[config.mk]
export PLATFORM = sky130hd
export DESIGN_NAME = inst_fetcher
export DESIGN_NICKNAME = d
export VERILOG_FILES = /design/src/rtl/inst_fetcher.sv
export SDC_FILE = /design/constraint.sdc
export NUM_CORES = 1
export LEC_CHECK = 0
export BUFFER_PORTS_ARGS = -buffer_cell sky130_fd_sc_hd__buf_2
export CELL_PAD_IN_SITES_DETAIL_PLACEMENT = 0
export CELL_PAD_IN_SITES_GLOBAL_PLACEMENT = 2
export CORE_MARGIN = 8
export CORE_UTILIZATION = 26
export CTS_CLUSTER_DIAMETER = 100
export CTS_CLUSTER_SIZE = 30
export DETAILED_ROUTE_END_ITERATION = 6
export PLACE_DENSITY = 0.85
export SLEW_MARGIN = 20
export SYNTH_ARGS = -nofsm -noshare
export SYNTH_HDL_FRONTEND = slang
export SYNTH_SLANG_ARGS = --single-unit
[constraint.sdc]
create_clock -name clk_in -period 2 [get_ports clk_in]
set_input_delay 0 -clock clk_in [delete_from_list [all_inputs] [get_ports clk_in]]
set_output_delay 0 -clock clk_in [all_outputs]
set_load 0.05 [all_outputs]
[src/rtl/inst_fetcher.sv]
// Fetch stage: one outstanding icache request at a time, presents the returned
// instruction to the decoder and follows its next-PC; handles stall, flush and drain.
module inst_fetcher #(
  parameter logic [31:0] RESET_PC = 32'h0000_0000
) (
  input  logic        clk_in,
  input  logic        rst_in,
  input  logic        rdy_in,
  output logic        _mem_req,
  output logic [31:0] _mem_addr,
  input  logic        _mem_gnt,
  input  logic        _mem_valid,
  input  logic [31:0] _mem_data,
  output logic [31:0] _inst,
  output logic [31:0] _inst_addr,
  output logic        _inst_ready,
  input  logic [31:0] _next_pc,
  input  logic        _stall,
  input  logic        _full,
  input  logic        _clear,
  input  logic [31:0] _clear_pc,
  output logic [31:0] _fetch_cnt
);

  localparam int unsigned XLEN = 32;
  localparam int unsigned HLEN = 16;

  typedef enum logic [1:0] {REQ, WAIT, HOLD, DRAIN} state_t;

  state_t            state_q, state_d;
  logic [XLEN-1:0]   pc_q, pc_d;
  logic [XLEN-1:0]   inst_q, inst_d;
  logic [XLEN-1:0]   cnt_q, cnt_d;
  logic              accept;

  always_ff @(posedge clk_in or negedge rst_in) begin
    if (!rst_in) begin
      state_q <= REQ;
      pc_q    <= RESET_PC;
      inst_q  <= '0;
      cnt_q   <= '0;
    end else begin
      state_q <= state_d;
      pc_q    <= pc_d;
      inst_q  <= inst_d;
      cnt_q   <= cnt_d;
    end
  end

  // Next-state: a flush overrides everything; rdy_in low freezes the block.
  always_comb begin
    state_d = state_q;
    pc_d    = pc_q;
    inst_d  = inst_q;
    cnt_d   = cnt_q;
    accept  = 1'b0;
    if (rdy_in) begin
      if (_clear) begin
        pc_d = _clear_pc;
        unique case (state_q)
          REQ:     state_d = _mem_gnt ? DRAIN : REQ;
          WAIT:    state_d = _mem_valid ? REQ : DRAIN;
          HOLD:    state_d = REQ;
          DRAIN:   state_d = DRAIN;
          default: state_d = REQ;
        endcase
      end else begin
        unique case (state_q)
          REQ: begin
            if (_mem_gnt) state_d = WAIT;
          end
          WAIT: begin
            if (_mem_valid) begin
              state_d = HOLD;
              // Low two bits != 2'b11 marks a compressed 16-bit instruction.
              if (_mem_data[1:0] != 2'b11)
                inst_d = {HLEN'(0), _mem_data[HLEN-1:0]};
              else
                inst_d = _mem_data;
            end
          end
          HOLD: begin
            accept = !_stall && !_full;
            if (accept) begin
              state_d = REQ;
              pc_d    = _next_pc;
              cnt_d   = cnt_q + XLEN'(1);
            end
          end
          DRAIN: begin
            if (_mem_valid) state_d = REQ;
          end
          default: state_d = REQ;
        endcase
      end
    end
  end

  // Handshake outputs decode registered state; only rdy_in (and reset) gate them.
  assign _mem_req    = rdy_in && rst_in && (state_q == REQ);
  assign _mem_addr   = pc_q;
  assign _inst_ready = rdy_in && (state_q == HOLD);
  assign _inst_addr  = pc_q;
  assign _inst       = inst_q;
  assign _fetch_cnt  = cnt_q;

endmodule
; Word level (Yosys, flattened, before mapping)
; Index checks and enable logic that the tools add are counted.
[op_classes]
magnitude_cmp = 0
shifts = 0
div = 0
multipliers = 0
addsub = 1
bitwise = 1
n_mux = 13
n_reduce_logical = 13
eq_ne = 8
[op_table]
columns = cell, count
row1 = $mux W32, 4
row2 = $add A32 B1 Y32 const B, 1
row3 = $pmux W2 S4, 2
row4 = $mux W2, 7
row5 = $ne A3 B3 Y1 const B, 4
row6 = $reduce_and A4 Y1, 2
row7 = $reduce_and A5 Y1, 1
row8 = $eq A2 B2 Y1 const B, 2
row9 = $logic_and A1 B1 Y1, 4
row10 = $reduce_bool A2 Y1, 2
row11 = $reduce_and A3 Y1, 1
row12 = $eq A2 B1 Y1 const B, 1
row13 = $logic_not A1 Y1, 2
row14 = $logic_not A2 Y1, 1
row15 = $ne A2 B2 Y1 const B, 1
row16 = $not A1 Y1, 1
[word_totals]
latch_bits = 0
mem_bits_rw = 0
wordCells = 40
regBits = 98
inputBits = 104
mem_count = 0
mem_bits_ro = 0
out_inout_bits = 130

; Longest topological paths before layout
[logic_depth]
ltp_word = 5
ltp_mapped = 7
ltp_nobuf = 5

; Least setup slack after synthesis
; OpenSTA, ideal clock, no wires.
[synth_timing]
path_type = reg-to-reg
start = register cnt_q[2], in the netlist _fetch_cnt[2]
end = register cnt_q[17], in the netlist _fetch_cnt[17]
path_stages_with_launch = 7
n_path_buf = 2
t_required_ps = 1855
period_less_slack_ps = 1937
setup_ps = 145
arrival_time_ps = 1792
path_slack_ps = 63
path_cell_list = dfrtp_1 and4_1 clkbuf_1 nand2_1 clkbuf_1 nor4_1 xor2_1
[synth_between]
elab_chain_cells = 1
[synth_rtl]
columns = element, line_no
row1 = from (decl), 33  ; logic [XLEN-1:0] cnt_q, cnt_d;
row2 = from (signal assigned), 46  ; cnt_q <= cnt_d;
row3 = $add A32 B1 Y32, 87  ; cnt_d = cnt_q + XLEN'(1);
; Every way passes these cells.
; A chain may end at the register's enable or synchronous reset.

; Worst setup path after layout
[layout_timing]
start = register cnt_q[0], in the netlist _fetch_cnt[0]
end = register cnt_q[26], in the netlist _fetch_cnt[26]
; Same word-level chain as after synthesis.

==> results.md <==
* Final Hold Fails at 0
* H-tree depth at 3
* CP Launch Type: register
* Critical-path cell list: ha_1 -> and4b_1 -> nand4_1 -> nor4_1 -> xor2_1
* Largest net degree at the start of global routing at between 90 and 100
* Yosys cell types at 37
* RSZ-0062 raised after global routing: no
* Antenna violations before repair at 0
* Fillers at about 1,700
* Slew Limit Fails at 0
* Pleak at ~3.7 nW
* Min Hold Slack at 0.0680 ns
* Synthesized flop and latch total at 98
* Final cell count without fillers at between 900 and 1,000
* Global-route wire length before repair at 23,400 um
* Critical path type: reg -> reg
* Synth area leader: dfrtp_1
* Internal power at 0.00442 W
* Sw frac at 44.8%
* Die height at 149 um
* Row count at 48
* CTS tree: built
* Initial Utilization at 26.6%
* Simple-Gate Fraction of Synth Area at 15.1%
* Worst Tran Pin Value at 0.565 ns
* Mapped Cells at roughly 440
* Total track usage at 13.0%
* Largest family of logic cells by synthesized area: simple AND/OR/NAND/NOR gates
* Starting DRT DRC Count at 126
* I/O pins at around 230
* Via count at 4,191
* CTS Buf Count at 9
* Setup TNS at 0 ns
* CP Max Fanout at 6
* Area grow syn2layout at 54.7%
* Ys Warns at 0
* Net load switching power at about 0.0036 W
* Clk slew on worst S/H paths at roughly 0.070 ns
* Xor/xnor share of the synthesized area at 5.90%
* GPL Wtd Cong at 0.777
* Post-synthesis compound-gate area fraction at 6.74%
* Later-pin clock latency in the skew report at 0.35 ns
* Diode count at 0
* Placed Cells at between 800 and 900
* Core Region at 0.0173 mm2
* Syn Std Cell Area at 0.00460 mm2
* Max VDD drop at 0.578 mV
* Vias in the first global route at 4,639
* Total area of sequential cells at 0.00245 mm2
* Multiplexer share of the synthesized area at roughly 11%
* Sequential fraction of the synthesis area at between 50 and 60%
* CTS sink cnt at 98
* Fin crit share at 93.3%
* Clock period minus final worst setup slack at 1.87 ns
* Routed WL at 14,400 um
* Sequential share of power at 33.3%
* Power Dens Cells at 1120 mW/mm2
* Yosys top cell area share at about 53%
* Grt ovf at 0
* Core Util, Final at 41.2%
* Worst Path Required at 2.27 ns
* Fmax at 536 MHz
* Synth Area per Inst at 10.5 um2
* Via density at 4.36
* Final setup violation count at 0
* DR pass1 iterations at 4
* CTS root buf: clkbuf_16
* Clock Power Share at a little under a quarter
* Combinational Power Share at 43.4%
* Multi-input gate area at 0.00181 mm2
* Max-cap viol count at 0
* Top post-synthesis cells by area: dfrtp_1, mux2i_1, nand2_1
* Drt wl/cell at 15.0 um
* Final ANT Viol Nets at 0
* Slowest stage delay, CP at 0.46 ns
* IO buf count at 233
* Residual DRC at 0
* Synth Area in Adders at 0.272%
* Hold WC Path Type: in -> reg
* Nets at 837
* Clk_skew at 0.00914 ns
* Slew HR at between 60% and 70%
* Die area at 0.0222 mm2
* Clock buffer depth at 2
* Power Total at ~0.008 W
* Outcome: finished, final reports clean
* DP HPWL at 10,500 um
* Worst path arrival time at 2.13 ns
* Critical path endpoint category: register
* Slowest library cell on the worst path: dfrtp_1
* Syn Nets at approximately 540
* Cts repair resizes at 0
* Die W at 149 um
* Layout cells sized above 1 at 37.4%
worst max-delay path: cells and delay by family, from the launching register on:
family / cells / cell delay [ns]
XOR/XNOR: 1 / 0.18
adder cells (fa/ha/maj): 1 / 0.30
flip-flops: 1 / 0.46
AND/OR/NAND/NOR: 3 / 0.85
sequential cells by signal, indices dropped and copies added, names as in the netlist:
register / flops
_fetch_cnt: 32
_inst: 32
state_q: 2
_inst_addr: 32
cell type report:
cell class | instances | share of cell area, %
clock buffers | 11 | 3.41
clock inverters | 5 | 1.09
inverters | 6 | 0.316
multi-input cells | 280 | 25.5
flip-flops and latches | 98 | 34.4
well taps | 225 | 3.95
repair buffers | 337 | 31.3
final timing paths:
check	startpoint	to	slack, ns	cells past startpoint
max	_fetch_cnt[0]	_fetch_cnt[26]	0.13	5
min	rdy_in	state_q[1]	0.07	3
max reg2reg	_fetch_cnt[0]	_fetch_cnt[26]	0.13	5
min reg2reg	_fetch_cnt[31]	_fetch_cnt[31]	0.47	1
max in group asynchronous	rst_in	_inst_addr[12]	1.29	3
min in group asynchronous	rst_in	_fetch_cnt[12]	0.29	3
layout by cell type, fill, tap and decap left out, drive strengths merged:
cell type    count
a21o             1
xor2            20
and3             2
or3b             1
and4             5
o31a             1
bufinv           2
o2bb2ai          2
nor4b            1
inv              6
a31oi            1
nor2             4
dfrtp           98
ha               1
dlygate4sd3     97
and3b            1
clkinv           2
and4b            1
nor4             7
o21ai           50
o211ai           2
nor3            14
and2             5
clkinvlp         1
xnor2           11
nand3            6
mux2i           32
a21oi            1
buf            240
nor2b            1
nand4           11
nand2b           1
nand2           79
clkbuf          11
mux2            17
or3              1
nor3b            1
Yosys cell counts (all sizes together):
library cell,instances
nand2b,1
o31a,1
and3b,1
o2bb2ai,2
o21ai,50
nor2,4
a31oi,1
o211ai,2
mux2,17
nor4b,1
and4b,1
nor3b,1
or3b,1
nand3,6
or3,1
nor2b,1
xnor2,11
mux2i,32
nand2,79
nor3,14
clkbuf,15
ha,1
a21o,1
xor2,20
and3,2
buf,39
a21oi,1
nor4,7
inv,6
and2,5
dfrtp,98
nand4,11
and4,5
cells by family (layout without fill, tap and decap cells):
kind of cell | after synthesis | in the layout
AND/OR/NAND/NOR | 141 | 141
flip-flops | 98 | 98
buffers and inverters | 60 | 359
AO/OA/AOI/OAI | 58 | 58
multiplexers | 49 | 49
XOR/XNOR | 31 | 31
adder cells (fa/ha/maj) | 1 | 1
power groups by stage:
stage | combinational [W] | sequential [W] | clock, W
after floorplan | 0.00119 | 0.00409 | 0
after global placement | 0.00331 | 0.00268 | 0
after detailed placement | 0.00334 | 0.00270 | 0
after CTS | 0.00351 | 0.00267 | 0.00195
after global routing | 0.00366 | 0.00273 | 0.00203
final | 0.00347 | 0.00267 | 0.00187
metal layers:
| layer | vias to the layer above | part of all wire, % | wire length (um) | GRT usage (%) |
|---|---|---|---|---|
| met2 | 138 | 51 | 7310 | 22.9 |
| met1 | 1986 | 41 | 5960 | 14.7 |
| li1 | 2052 | - | - | - |
| met5 | - | 0 | 0 | 0 |
| met3 | 15 | 5.8 | 839 | 3.09 |
| met4 | 0 | 2.0 | 288 | 5.81 |
metrics by stage:
step	cell area (um2)	worst slack, ns
after CTS	7110	0.00505
after global routing	7120	0.0400
after floorplan	4600	0.0634
after detailed placement	5820	-0.00795
final	7120	0.133
after global placement	5820	0.112
repair_timing:
| action | in CTS | in global routing |
|---|---|---|
| pin swaps | 1 | 1 |
| hold endpoints to repair | 162 | 0 |
| buffers inserted | 0 | 1 |
| setup endpoints to repair | 2 | 10 |
| hold buffers | 97 | 0 |
Power figures use the tool's default switching activity.
